--- config.mk ---
export PLATFORM = sky130hd
export DESIGN_NAME = dac_stream_arbiter
export DESIGN_NICKNAME = d
export VERILOG_FILES = /design/src/rtl/dac_arb_pkg.sv /design/src/rtl/dac_stream_arbiter_rr_pick.sv /design/src/rtl/dac_stream_arbiter.sv
export SDC_FILE = /design/constraint.sdc
export NUM_CORES = 1
export LEC_CHECK = 0
export CAP_MARGIN = 20
export CELL_PAD_IN_SITES_DETAIL_PLACEMENT = 2
export CELL_PAD_IN_SITES_GLOBAL_PLACEMENT = 2
export CORE_AREA = 5 5 120 122
export DETAILED_ROUTE_END_ITERATION = 8
export DIE_AREA = 0 0 125 127
export PLACE_DENSITY = 0.85
export SLEW_MARGIN = 0
export SYNTH_ARGS = -nofsm -noshare
export SYNTH_HDL_FRONTEND = slang
export SYNTH_SLANG_ARGS = --single-unit
--- constraint.sdc ---
create_clock -name clk -period 3.5 [get_ports clk]
set_input_delay 0.525 -clock clk [delete_from_list [all_inputs] [get_ports clk]]
set_output_delay 0.525 -clock clk [all_outputs]
set_load 0.05 [all_outputs]
--- src/rtl/dac_arb_pkg.sv ---
// Shared types and constants for the DAC stream arbiter.
// Optional starvation counter: DAC_ARB_UNDERFLOW_CNT_EN.
package dac_arb_pkg;

  typedef enum logic {
    IDLE  = 1'b0,
    BURST = 1'b1
  } dac_arb_state_e;

  localparam int UNDERFLOW_W = 16;

  localparam int IQ_I_HI = 31;
  localparam int IQ_I_LO = 16;
  localparam int IQ_Q_HI = 15;
  localparam int IQ_Q_LO = 0;

endpackage

--- src/rtl/dac_stream_arbiter_rr_pick.sv ---
// Round-robin selector: first requester strictly after the last
// grant, wrapping modulo N. Purely combinational.
module dac_rr_pick #(
  parameter int N  = 4,
  parameter int IW = $clog2(N)
) (
  input  logic [N-1:0]  req,
  input  logic [IW-1:0] last,
  output logic          found,
  output logic [IW-1:0] idx
);

  int          j;
  logic [IW-1:0] jj;

  // Walk offsets high to low so the nearest requester wins.
  always_comb begin
    found = |req;
    idx   = last;
    j     = 0;
    jj    = '0;
    for (int k = N; k >= 1; k--) begin
      j  = (int'(last) + k) % N;
      jj = IW'(j);
      if (req[jj]) idx = jj;
    end
  end

endmodule

--- src/rtl/dac_stream_arbiter.sv ---
// Burst round-robin arbiter sharing one DAC AXI4-Stream output.
// Define DAC_ARB_UNDERFLOW_CNT_EN to add the underflow_cnt port.
module dac_stream_arbiter
  import dac_arb_pkg::*;
#(
  parameter int NUM_SRC   = 4,
  parameter int DATA_W    = 32,
  parameter int MAX_BURST = 256
) (
  input  logic                      clk,
  input  logic                      rst,
  input  logic [NUM_SRC*DATA_W-1:0] s_tdata,
  input  logic [NUM_SRC-1:0]        s_tvalid,
  input  logic [NUM_SRC-1:0]        s_tlast,
  output logic [NUM_SRC-1:0]        s_tready,
  output logic [DATA_W-1:0]         m_axis_tdata,
  output logic                      m_axis_tvalid,
  input  logic                      m_axis_tready,
  output logic                      m_axis_tlast,
  output logic [$clog2(NUM_SRC)-1:0] grant_id,
`ifdef DAC_ARB_UNDERFLOW_CNT_EN
  output logic [UNDERFLOW_W-1:0]    underflow_cnt,
`endif
  output logic                      busy
);

  localparam int IW = $clog2(NUM_SRC);
  localparam int CW = $clog2(MAX_BURST + 1);

  dac_arb_state_e state, state_nxt;

  logic [CW-1:0]     cnt;
  logic [CW-1:0]     cnt_inc;
  logic              pick_found;
  logic [IW-1:0]     pick_idx;
  logic              out_free;
  logic              acc;
  logic              beat_end;
  logic              sel_valid;
  logic              sel_last;
  logic [DATA_W-1:0] sel_data;

  dac_rr_pick #(
    .N  (NUM_SRC),
    .IW (IW)
  ) u_pick (
    .req   (s_tvalid),
    .last  (grant_id),
    .found (pick_found),
    .idx   (pick_idx)
  );

  assign sel_valid = s_tvalid[grant_id];
  assign sel_last  = s_tlast[grant_id];
  assign sel_data  =
    s_tdata[int'(grant_id)*DATA_W +: DATA_W];

  // Output slot can take a beat when empty or draining.
  assign out_free = !m_axis_tvalid || m_axis_tready;
  assign cnt_inc  = cnt + 1'b1;

  always_ff @(posedge clk or posedge rst) begin
    if (rst) state <= IDLE;
    else     state <= state_nxt;
  end

  always_comb begin
    state_nxt = state;
    s_tready  = '0;
    acc       = 1'b0;
    beat_end  = 1'b0;
    busy      = 1'b0;
    unique case (state)
      IDLE: begin
        if (pick_found) state_nxt = BURST;
      end
      BURST: begin
        busy               = 1'b1;
        s_tready[grant_id] = out_free;
        acc                = sel_valid && out_free;
        beat_end           = acc && (sel_last ||
                             cnt_inc == CW'(MAX_BURST));
        if (beat_end) state_nxt = IDLE;
      end
      default: state_nxt = IDLE;
    endcase
  end

  always_ff @(posedge clk or posedge rst) begin
    if (rst) begin
      grant_id <= IW'(NUM_SRC - 1);
      cnt      <= '0;
    end else if (state == IDLE && pick_found) begin
      grant_id <= pick_idx;
      cnt      <= '0;
    end else if (acc) begin
      cnt <= cnt_inc;
    end
  end

  always_ff @(posedge clk or posedge rst) begin
    if (rst) begin
      m_axis_tdata  <= '0;
      m_axis_tvalid <= 1'b0;
      m_axis_tlast  <= 1'b0;
    end else if (acc) begin
      m_axis_tdata  <= sel_data;
      m_axis_tvalid <= 1'b1;
      m_axis_tlast  <= beat_end;
    end else if (m_axis_tvalid && m_axis_tready) begin
      m_axis_tvalid <= 1'b0;
      m_axis_tlast  <= 1'b0;
    end
  end

`ifdef DAC_ARB_UNDERFLOW_CNT_EN
  // Starvation: granted source silent while the DAC could take data.
  always_ff @(posedge clk or posedge rst) begin
    if (rst) begin
      underflow_cnt <= '0;
    end else if (state == BURST && !sel_valid &&
                 out_free && underflow_cnt != '1) begin
      underflow_cnt <= underflow_cnt + 1'b1;
    end
  end
`endif

endmodule

### Word-level counts from Yosys, hierarchy flattened

Index checks and enable logic that the tools add are counted.

| storage, ports and cells | value |
|---|---|
| flip-flop bits (word level) | 46 |
| output and inout port bits | 41 |
| logic and storage cells | 64 |
| bits of input ports | 139 |

| cells by class | value |
|---|---|
| bitwise gates (word level) | 2 |
| $add $sub $neg | 5 |
| order comparisons | 6 |
| eq/ne operators | 1 |
| muxes and demuxes | 30 |
| reduce and logical (&&, ||, !) cells | 13 |
| shift operators | 1 |

Operators with widths:

| cell | count |
|---|---|
| 128-bit by 8-bit variable part select with 32-bit output | 1 |
| 9-bit 2-to-1 mux | 2 |
| 2-bit by 3-bit < comparator with 1-bit output, second input constant | 5 |
| 1-bit 2-to-1 mux | 15 |
| 1-bit binary-select mux with 2-bit select | 6 |
| 9-bit by 1-bit adder with 9-bit output, second input constant | 1 |
| 9-bit == test, second input constant | 1 |
| 2-bit 2-to-1 mux | 4 |
| 1-bit logical AND | 5 |
| 2-bit by 1-bit adder with 2-bit output, second input constant | 2 |
| 2-bit adder, second input constant | 2 |
| 4-bit AND | 1 |
| 4-bit 2-to-1 mux | 1 |
| 2-bit nonzero test | 2 |
| 4-bit nonzero test | 1 |
| 4-bit OR reduction | 1 |
| 1-bit demux with 2-bit select | 1 |
| 2-bit by 1-bit greater-or-equal comparator with 1-bit output, second input constant | 1 |
| 1-bit logical OR | 2 |
| 1-bit case mux with 2 select lines | 1 |
| 2-bit AND reduction | 1 |
| 1-bit logical NOT | 1 |
| 1-bit NOT | 1 |

### Logic depth before layout (Yosys ltp)

| depth | value |
|---|---|
| depth in word-level cells | 7 |
| mapped depth | 8 |
| mapped depth without buffers | 6 |

### Hierarchy

A second synthesis with hierarchy kept.

| second synthesis, totals | value |
|---|---|
| cells, all modules | 278 |
| area, all modules | 2850.2 µm² |

Modules (own cells, without submodules):

| module | area an instance (µm²) | cells an instance | sequential area each (µm²) | times used |
|---|---|---|---|---|
| dac_stream_arbiter | 2777.7 | 264 | 1153.6 | 1 |
| dac_rr_pick | 72.6 | 14 | 0.0 | 1 |

### Worst setup path after synthesis

Ideal clock, no wire load.

| timing | value |
|---|---|
| kind | register to output |
| start | reg grant_id[0] |
| end | out s_tready[2] |
| arrival time | 1.660 ns |
| buffers on the path | 2 |
| path slack | 1.315 ns |
| data required time | 2.975 ns |
| cell stages (with the launch flop) | 6 |
| path through | dfstp_2 -> buf_6 -> buf_2 -> inv_1 -> ha_1 -> and3_1 |

| between the ends | value |
|---|---|
| cells in the longest elaborated chain, start to end | 6 |

RTL lines:

| item | line | RTL |
|---|---|---|
| start, declared | dac_stream_arbiter.sv:20 | `output logic [$clog2(NUM_SRC)-1:0] grant_id,` |
| start signal, assigned | dac_stream_arbiter.sv:91 | `grant_id <= IW'(NUM_SRC - 1);` |
| start signal, assigned | dac_stream_arbiter.sv:94 | `grant_id <= pick_idx;` |
| 2-bit by 3-bit < comparator with 1-bit output (implied by the code) or 2-bit by 1-bit greater-or-equal comparator with 1-bit output (tied branches) | dac_stream_arbiter.sv:79 | `s_tready[grant_id] = out_free;` |
| 1-bit logical AND (implied by the code) | dac_stream_arbiter.sv:79 |  |
| 1-bit 2-to-1 mux (implied by the code) | dac_stream_arbiter.sv:79 |  |
| 1-bit demux with 2-bit select (*) | dac_stream_arbiter.sv:79 |  |
| 4-bit AND (no line) (*) | -- |  |
| 4-bit 2-to-1 mux (*) | dac_stream_arbiter.sv:73 | `unique case (state)` |
| end, declared | dac_stream_arbiter.sv:15 | `output logic [NUM_SRC-1:0] s_tready,` |

Mark *: on every way between the ends. The rest lies on a longest branch, timed or not.

### Worst setup path after layout

| timing | value |
|---|---|
| start | in m_axis_tready |
| end | out s_tready[0] |

| between the ends | value |
|---|---|
| cells in the longest elaborated chain, start to end | 3 |

RTL lines:

| item | line | RTL |
|---|---|---|
| start, declared | dac_stream_arbiter.sv:18 | `input logic m_axis_tready,` |
| 1-bit logical OR | dac_stream_arbiter.sv:59 | `assign out_free = !m_axis_tvalid \|\| m_axis_tready;` |
| 4-bit AND (no line) | -- |  |
| 4-bit 2-to-1 mux | dac_stream_arbiter.sv:73 |  |

No other way between the ends.

==> metrics <==
Worst Hold Class=input pin to async pin; top-count cell post-synth=nand2_1; post-synthesis sequential area ratio=39.0%; Initial Util=22.6%; IO Port Bufs=179; RD Place Congestion=around 0.75; max-slew violations=0; NumNets Final=600; Post-synth EDFFs=0; setup TNS=0 ns; post-route ant nets=0; clock skew=0.00357 ns; Commonest cells post-synth=106 x nand2_1, 44 x dfrtp_1, 34 x mux4_2; chip width=125 um; Slew HR=55.2%; #FFs+latches synth=46; Final Hold Vio Count=0; final setup fails=0; post-synth cell types=37; Site Rows=42; hpwl dp=around 9900 um; synthesized instance count=between 200 and 300; floorplan core area=13100 um^2; H-tree levels=2; share of layout cells above drive strength 1=12.3%; cts repair resizes=0; post-cts hold buffer count=0; I/O Pins=180; Area contributors post-synth=dfrtp_1 37%, mux4_2 26%, nand2_1 13%; drt first pass iters=4; via count=around 3000; reg2reg end=cnt[6]; Area Overhead vs Synth=71.7%; TritonCTS clock tree=built; DRC errors left=0; flop-to-flop setup slack=1.23 ns; Net Count, Synth=428; GRT Resource Usage Total=between 10% and 20%; Die Area=15900 um^2; vias in the first global route=approximately 3500; Final Cell Area=5080 um^2; outcome=finished clean; period utilisation layout=79.3%; Crit Path Category=input pin to primary output; VDD IR-drop max=between 300 and 400 uV; Syn Area/Cell=10.4 um^2; number of post-CTS setup repair buffers=0; highest clock rate=360 MHz; Synth Warn #=0; initial antenna violation count=0; non-filler cells, final=between 600 and 700; post-synth top area share=37.2%; post-layout minimum cycle time=2.78 ns; # diodes=0; first-pass GRT wire length=roughly 19000 um; CTS root buffer=clkbuf_16; Synth Flop Type=dfrtp_1; Slew @ Worst Pin=0.671 ns; Power Dens Cells=~860 nW/um^2; WL per Instance=19.5 um; CP Launch Type=input pin; total CTS buffers=5; gr ovfl total=0; clock buffer depth=2; RSZ-0062 raised after global routing=false; max-cap viol count=0; Worst R2R Start=grant_id[0]; crit path DAT=2.25 ns; largest net degree at the start of global routing=47; Async SR Flop Fraction=100%; CTS clk-pin slew, worst paths=0.06 ns; Die Y=127 um; detailed-route vias per instance=4.67; First DRT Iteration DRCs=82; Worst R2R Path Depth=5; placed cell count=between 600 and 700; Total Wirelength=about 12000 um; crit path max fanout=7; WP data required=2.97 ns; placed instance area=a little under 5000 um^2; cell taking the most area after synthesis=dfrtp_1; crit path capture type=primary output; clock latency on the worst-skew pair=between 0.2 and 0.3 ns; post-synth design cell area=a little under 3000 um^2; CTS sink cnt=46; Leak Pwr=2.16 nW
-- per-layer routing --
| layer | part of all wire [%] | track usage, % |
|---|---|---|
| met3 | 6.2 | 4.47 |
| met5 | 0 | 0 |
| met1 | 35 | 15.5 |
| met2 | 57 | 30.5 |
| met4 | 1.4 | 3.32 |
-- worst max path at each step --
stage	start	endpoint	slack, ns
3_3_place_gp	m_axis_tready	s_tready[2]	0.76
4_1_cts	m_axis_tready	s_tready[0]	0.71
6_report	m_axis_tready	s_tready[0]	0.72
2_1_floorplan	grant_id[0]	s_tready[2]	1.32
5_1_grt	m_axis_tready	s_tready[2]	0.66
3_5_place_dp	m_axis_tready	s_tready[0]	0.72
-- cell type report --
class | count | area, um^2
multi-input combinational | 216 | 1690
clock inverter | 3 | 40.0
tap | 176 | 220
timing repair buffer | 184 | 1840
clock buffer | 5 | 125
inverter | 3 | 11.3
sequential | 46 | 1150
fill | 1405 | 8010
-- registers in the layout (all words and copies together) (netlist names) --
signal,cells
cnt,9
grant_id,2
m_axis_tdata,32
m_axis_tlast,1
m_axis_tvalid,1
state,1
-- per-stage QoR --
stage / util, % / total power [mW] / setup WS, ns / hold slack [ns]
2_1_floorplan: - / 2.93 / 1.32 / 0.494
3_3_place_gp: 37.4 / 3.79 / 0.757 / 0.458
3_5_place_dp: 37.4 / 3.91 / 0.717 / 0.465
4_1_cts: 38.6 / 4.48 / 0.712 / 0.482
5_1_grt: 38.8 / 4.68 / 0.661 / 0.475
6_report: 38.8 / 4.39 / 0.725 / 0.455
-- layout by cell type, fill, tap and decap left out, types with 2 or more instances in the layout --
cell / n
o21ai_0: 4
mux2i_1: 5
clkinv_2: 2
clkbuf_16: 5
nand3_1: 10
nor2_1: 8
nand2_1: 106
mux4_2: 34
dfrtp_1: 44
dfstp_2: 2
clkdlybuf4s50_1: 177
a21oi_1: 4
o31ai_1: 3
xnor2_1: 2
a211o_1: 2
a22o_1: 2
nor3_1: 4
ha_1: 5
and3_1: 8
buf_4: 6
inv_1: 2
nand2b_1: 2
a21o_1: 3
-- report_power, final --
group / total (mW) / switching (mW) / internal [mW]
registers: 0.980 / 0.199 / 0.781
clock network: 0.541 / 0.206 / 0.334
logic: 2.87 / 1.74 / 1.13
-- logic make-up (layout without fill, tap and decap cells) --
| group | after synthesis | in the layout | synth area share [%] |
|---|---|---|---|
| fa+ha+maj | 5 | 5 | 2.12 |
| flops | 46 | 46 | 39.0 |
| mux | 40 | 40 | 28.0 |
| buf+inv | 22 | 195 | 3.81 |
| simple gates | 147 | 147 | 21.3 |
| xor+xnor | 2 | 2 | 0.593 |
| compound gates | 22 | 22 | 5.21 |
-- critical path: stages --
cell and delay, ns:
clkdlybuf4s50_1 0.47, nand2b_1 0.25, and3_1 0.20, clkdlybuf4s50_1 0.80
Note: power is estimated with default switching activity, not from simulation.
